$ cat src/rtl/lfsr_pkg.sv
// Shared definitions for the 8-bit Galois LFSR generator/checker pair.
package lfsr_pkg;

    localparam int unsigned LFSR_W = 8;
    localparam logic [LFSR_W-1:0] LFSR_TAP_MASK = 8'h70;
    localparam logic [LFSR_W-1:0] LFSR_SEED     = 8'h97;

    typedef enum logic [1:0] {
        HUNT   = 2'd0,
        VERIFY = 2'd1,
        LOCKED = 2'd2
    } chk_state_t;

    // One LFSR step: rotate left by one, fold the tap mask in when the MSB was set.
    function automatic logic [LFSR_W-1:0] nxt(input logic [LFSR_W-1:0] s);
        return {s[LFSR_W-2:0], s[LFSR_W-1]} ^ (s[LFSR_W-1] ? LFSR_TAP_MASK : LFSR_W'(0));
    endfunction

endpackage

$ cat src/rtl/lfsr_div_flags.sv
// Combinational divisibility flags {%2==0, %3==0, %5==0} of an LFSR word.
module lfsr_div_flags
    import lfsr_pkg::*;
(
    input  logic [LFSR_W-1:0] word,
    output logic [2:0]        flags_c
);

    // Constant-divisor remainders; small enough to map to plain logic.
    always_comb begin
        flags_c    = 3'b000;
        flags_c[2] = ((word % LFSR_W'(2)) == LFSR_W'(0));
        flags_c[1] = ((word % LFSR_W'(3)) == LFSR_W'(0));
        flags_c[0] = ((word % LFSR_W'(5)) == LFSR_W'(0));
    end

endmodule

$ cat config.mk
export PLATFORM = sky130hd
export DESIGN_NAME = lfsr_div_flags
export DESIGN_NICKNAME = d
export VERILOG_FILES = /design/src/rtl/lfsr_pkg.sv /design/src/rtl/lfsr_div_flags.sv
export SDC_FILE = /design/constraint.sdc
export NUM_CORES = 1
export LEC_CHECK = 0
export CAP_MARGIN = 20
export CORE_MARGIN = 5
export CORE_UTILIZATION = 51
export DETAILED_ROUTE_END_ITERATION = 16
export GPL_ROUTABILITY_DRIVEN = 0
export GPL_TIMING_DRIVEN = 0
export PLACE_DENSITY = 0.74
export SYNTH_ARGS = -nofsm -noshare
export SYNTH_HDL_FRONTEND = slang
export SYNTH_SLANG_ARGS = --single-unit
$ cat constraint.sdc
create_clock -name vclk -period 5.2
set_clock_uncertainty 0.2 [all_clocks]
set_input_delay 0.52 -clock vclk [all_inputs]
set_output_delay 0.52 -clock vclk [all_outputs]
set_load 0.05 [all_outputs]
# --- Word-level counts from Yosys, hierarchy flattened ---
# Cells that the tools add are included.
totals:
  inputBits: 8
  ff_bits: 0
  wordCells: 5
  output_inout_bits: 3
op_classes:
  div: 2
  reduce_logical: 3
ops:
  columns: ["operator", "n"]
  rows:
  - ["$logic_not A8 Y1", 3]
  - ["$mod A8 B2 Y8 const B", 1]
  - ["$mod A8 B3 Y8 const B", 1]

# --- Logic depth before layout (Yosys ltp) ---
depth:
  depth_word: 2
  ltp_mapped: 25
  mapped_depth_nobuf: 22

# --- Worst setup path before layout ---
# No wires, ideal clock.
synth_timing:
  path_kind: "input port to output port"
  from: "input word[5]"
  to: "output flags_c[0]"
  setup_slack_ps: -1131
  stages: 23
  t_arrival_ps: 5611
  path_buffers: 3
  required_ps: 4480
  path_cell_list: "buf_2 buf_1 inv_1 ha_1 o21ba_2 nand2_1 and3_1 clkbuf_1 o41a_1 a21oi_4 a31o_2 inv_1 ha_1 o21ai_0 o221ai_1 a21oi_2 o21ai_0 nor2_1 nor2_1 ha_1 or3b_2 a41oi_1 a2111oi_2"
synth_via:
  elab_chain_len: 2
synth_lines:
  columns: ["item", "line_no", "rtl"]
  rows:
  - ["from (decl)", "lfsr_div_flags.sv:5", "input logic [LFSR_W-1:0] word,"]
  - ["$mod A8 B3 Y8", "lfsr_div_flags.sv:14", "flags_c[0] = ((word % LFSR_W'(5)) == LFSR_W'(0));"]
  - ["$logic_not A8 Y1", "lfsr_div_flags.sv:14", null]
  - ["to (decl)", "lfsr_div_flags.sv:6", "output logic [2:0] flags_c"]
# Every way passes these cells.

# --- Final worst setup path ---
# Same ends and word-level chain as after synthesis.

==> flow_metrics.env <==
export IMPL_status="finished, violations left"
export IMPL_violations="setup timing"
export IMPL_grt_pass1_wl_um=7480
export IMPL_vias_per_cell=6.96
export IMPL_min_period_ns=5.34
export IMPL_synth_top_cell_area_share=0.0731
export IMPL_layout_cells_most_common="buf_4"
export IMPL_synth_avg_cell_area_um2=6.25
export IMPL_syn_nets=235
export IMPL_tns_ns=-0.141
export IMPL_antenna_cells=0
export IMPL_totalWireLength_um=5150
export IMPL_yosysWarnings=0
export IMPL_post_route_period_util=1.03
export IMPL_fmax_ghz=0.187
export IMPL_syn_area_um2=1370
export IMPL_max_cap_viol_count=0
export IMPL_final_cell_mix="23 x buf_4, 18 x nand2_1, 17 x nor2_1, 15 x a21oi_1, 11 x o21ai_0"
export IMPL_dpl_hpwl_um=3150
export IMPL_die_area_um2=3820
export IMPL_io_pins=11
export IMPL_grt_setup_unrepaired="true"
export IMPL_start_kind="input port"
export IMPL_worstPathArrival_ns=4.62
export IMPL_finalMaxSlewViolations=0
export IMPL_hold_buffers=0
export IMPL_drive_gt1_frac=0.306
export IMPL_path_buf_inv=8
export IMPL_critPathSlowestCell="a221oi_2"
export IMPL_drt_antenna_violating_nets=0
export IMPL_finalHoldViolCount=0
export IMPL_coreArea_um2=2520
export IMPL_drt_iter0_markers=312
export IMPL_p_leak_nw=0.757
export IMPL_timing_hold_ws_ns=1.67
export IMPL_cpPeakStageDelay_ns=0.36
export IMPL_nNetsFinal=270
export IMPL_vias=1963
export IMPL_drc=0
export IMPL_die_x_um=61.8
export IMPL_place_inst=258
export IMPL_ys_seq_area_frac=0
export IMPL_syn_inst=219
export IMPL_end_kind="output pin"
export IMPL_clkbuf_count=0
export IMPL_initial_core_util=0.543
export IMPL_seq_area_um2=0
export IMPL_setup_violations=1
export IMPL_port_buffers=9
export IMPL_worst_path_most_repeated_cell="buf_8"
export IMPL_ir_drop_mv=0.140
export IMPL_wl_per_cell_um=18.3
export IMPL_crit_family="compound AO/OA/AOI/OAI gates"
export IMPL_worst_setup_path_type="in2out"
export IMPL_rows=18
export IMPL_grt_start_max_net_pins=11
export IMPL_fin_cells=282
export IMPL_fp_dieH_um=61.8
export IMPL_setup_ws_ns=-0.141
export IMPL_hold_depth=5
export IMPL_required_ns=4.48
export IMPL_ys_types=61
export IMPL_grt_pass1_vias=1672
export IMPL_synth_top_area_cell="ha_1"
export IMPL_antenna_found_initial=0
export IMPL_synthToLayoutAreaGrowth_pct=45.6
export IMPL_holdPathEnd="flags_c[1]"
export IMPL_track_usage=0.246
export IMPL_synthTopCellsByArea="ha_1 7.3%, o21ai_0 5.9%, a21oi_1 5.5%"
export IMPL_grt_overflow_total=0
export IMPL_drtPass1Iterations=6
export IMPL_seq_cell_count=0
export IMPL_slew_headroom=0.657
export IMPL_min_delay_start="word[0]"
export IMPL_power_per_cell_area_nw_per_um2=149
export IMPL_worst_pin_slew_ns=0.515
export IMPL_hp_class="in2out"
export IMPL_path_max_fanout=10
[logic make-up (layout without fill, tap and decap cells)]
group,count (synthesis),after routing,share of synthesized area
fa+ha+maj,9,9,0.0804
xor+xnor,7,7,0.0448
mux,3,3,0.0219
simple gates,83,83,0.305
compound gates,85,85,0.451
buf+inv,32,65,0.0969
[how the worst max path moves through the flow]
stage / start / cells past startpoint / end
after CTS: word[5] / 25 / flags_c[0]
after detailed placement: word[6] / 25 / flags_c[0]
after global placement: word[6] / 24 / flags_c[0]
after floorplan: word[5] / 24 / flags_c[0]
final: word[5] / 25 / flags_c[0]
after global routing: word[5] / 25 / flags_c[0]
[per-stage QoR]
step           power [mW]  cell area [um^2]   util  worst slack (ns)
2_1_floorplan       0.183              1490      -           -0.0645
3_3_place_gp        0.223              1620  0.643             -1.51
3_5_place_dp        0.231              1620  0.643             -1.61
4_1_cts             0.266              1840  0.730            -0.198
5_1_grt             0.319              1990  0.790            -0.264
6_report            0.298              1990  0.790            -0.141
[power by group]
part | leakage [nW] | internal [mW] | total [mW] | switching, mW
Clock | 0 | 0 | 0 | 0
Sequential | 0 | 0 | 0 | 0
Combinational | 0.757 | 0.129 | 0.298 | 0.168
[cells in the mapped netlist (2+ instances only)]
cell	instances
ha_1	8
a31oi_1	6
or3_1	2
or4b_1	2
nand2_1	20
nor2b_1	3
buf_2	4
nand2b_1	4
a21oi_2	2
o21ai_0	16
xnor2_1	4
mux2i_1	3
buf_1	3
o221ai_1	5
o211ai_1	5
o31a_1	4
a211oi_1	3
a22oi_1	2
a21o_1	3
xor2_1	3
nand3_1	8
inv_1	11
clkbuf_1	12
a21oi_1	15
o41a_1	2
nor3_1	8
o311ai_0	2
and3_1	3
nand4_1	4
nor2_1	20
or2_2	2
[metal layers]
| metal | vias up | track usage | routed length [um] |
|---|---|---|---|
| li1 | 898 | - | - |
| met1 | 932 | 0.332 | 2140 |
| met2 | 109 | 0.436 | 2480 |
| met3 | 24 | 0.0145 | 328 |
| met4 | 0 | 0.0394 | 209 |
| met5 | - | 0 | 0 |
[final cells by class]
cell class / count / area [um^2]
buffer: 18 / 120
fill: 172 / 529
inverter: 12 / 55.1
multi-input combinational: 187 / 1460
tap: 30 / 37.5
timing repair buffer: 35 / 324
[what timing repair did]
action,CTS,global route
buffers inserted,16,10
resized for setup,46,23
pin swaps,16,19
setup endpoints to repair,2,2
Note: power is estimated with default switching activity, not from simulation.
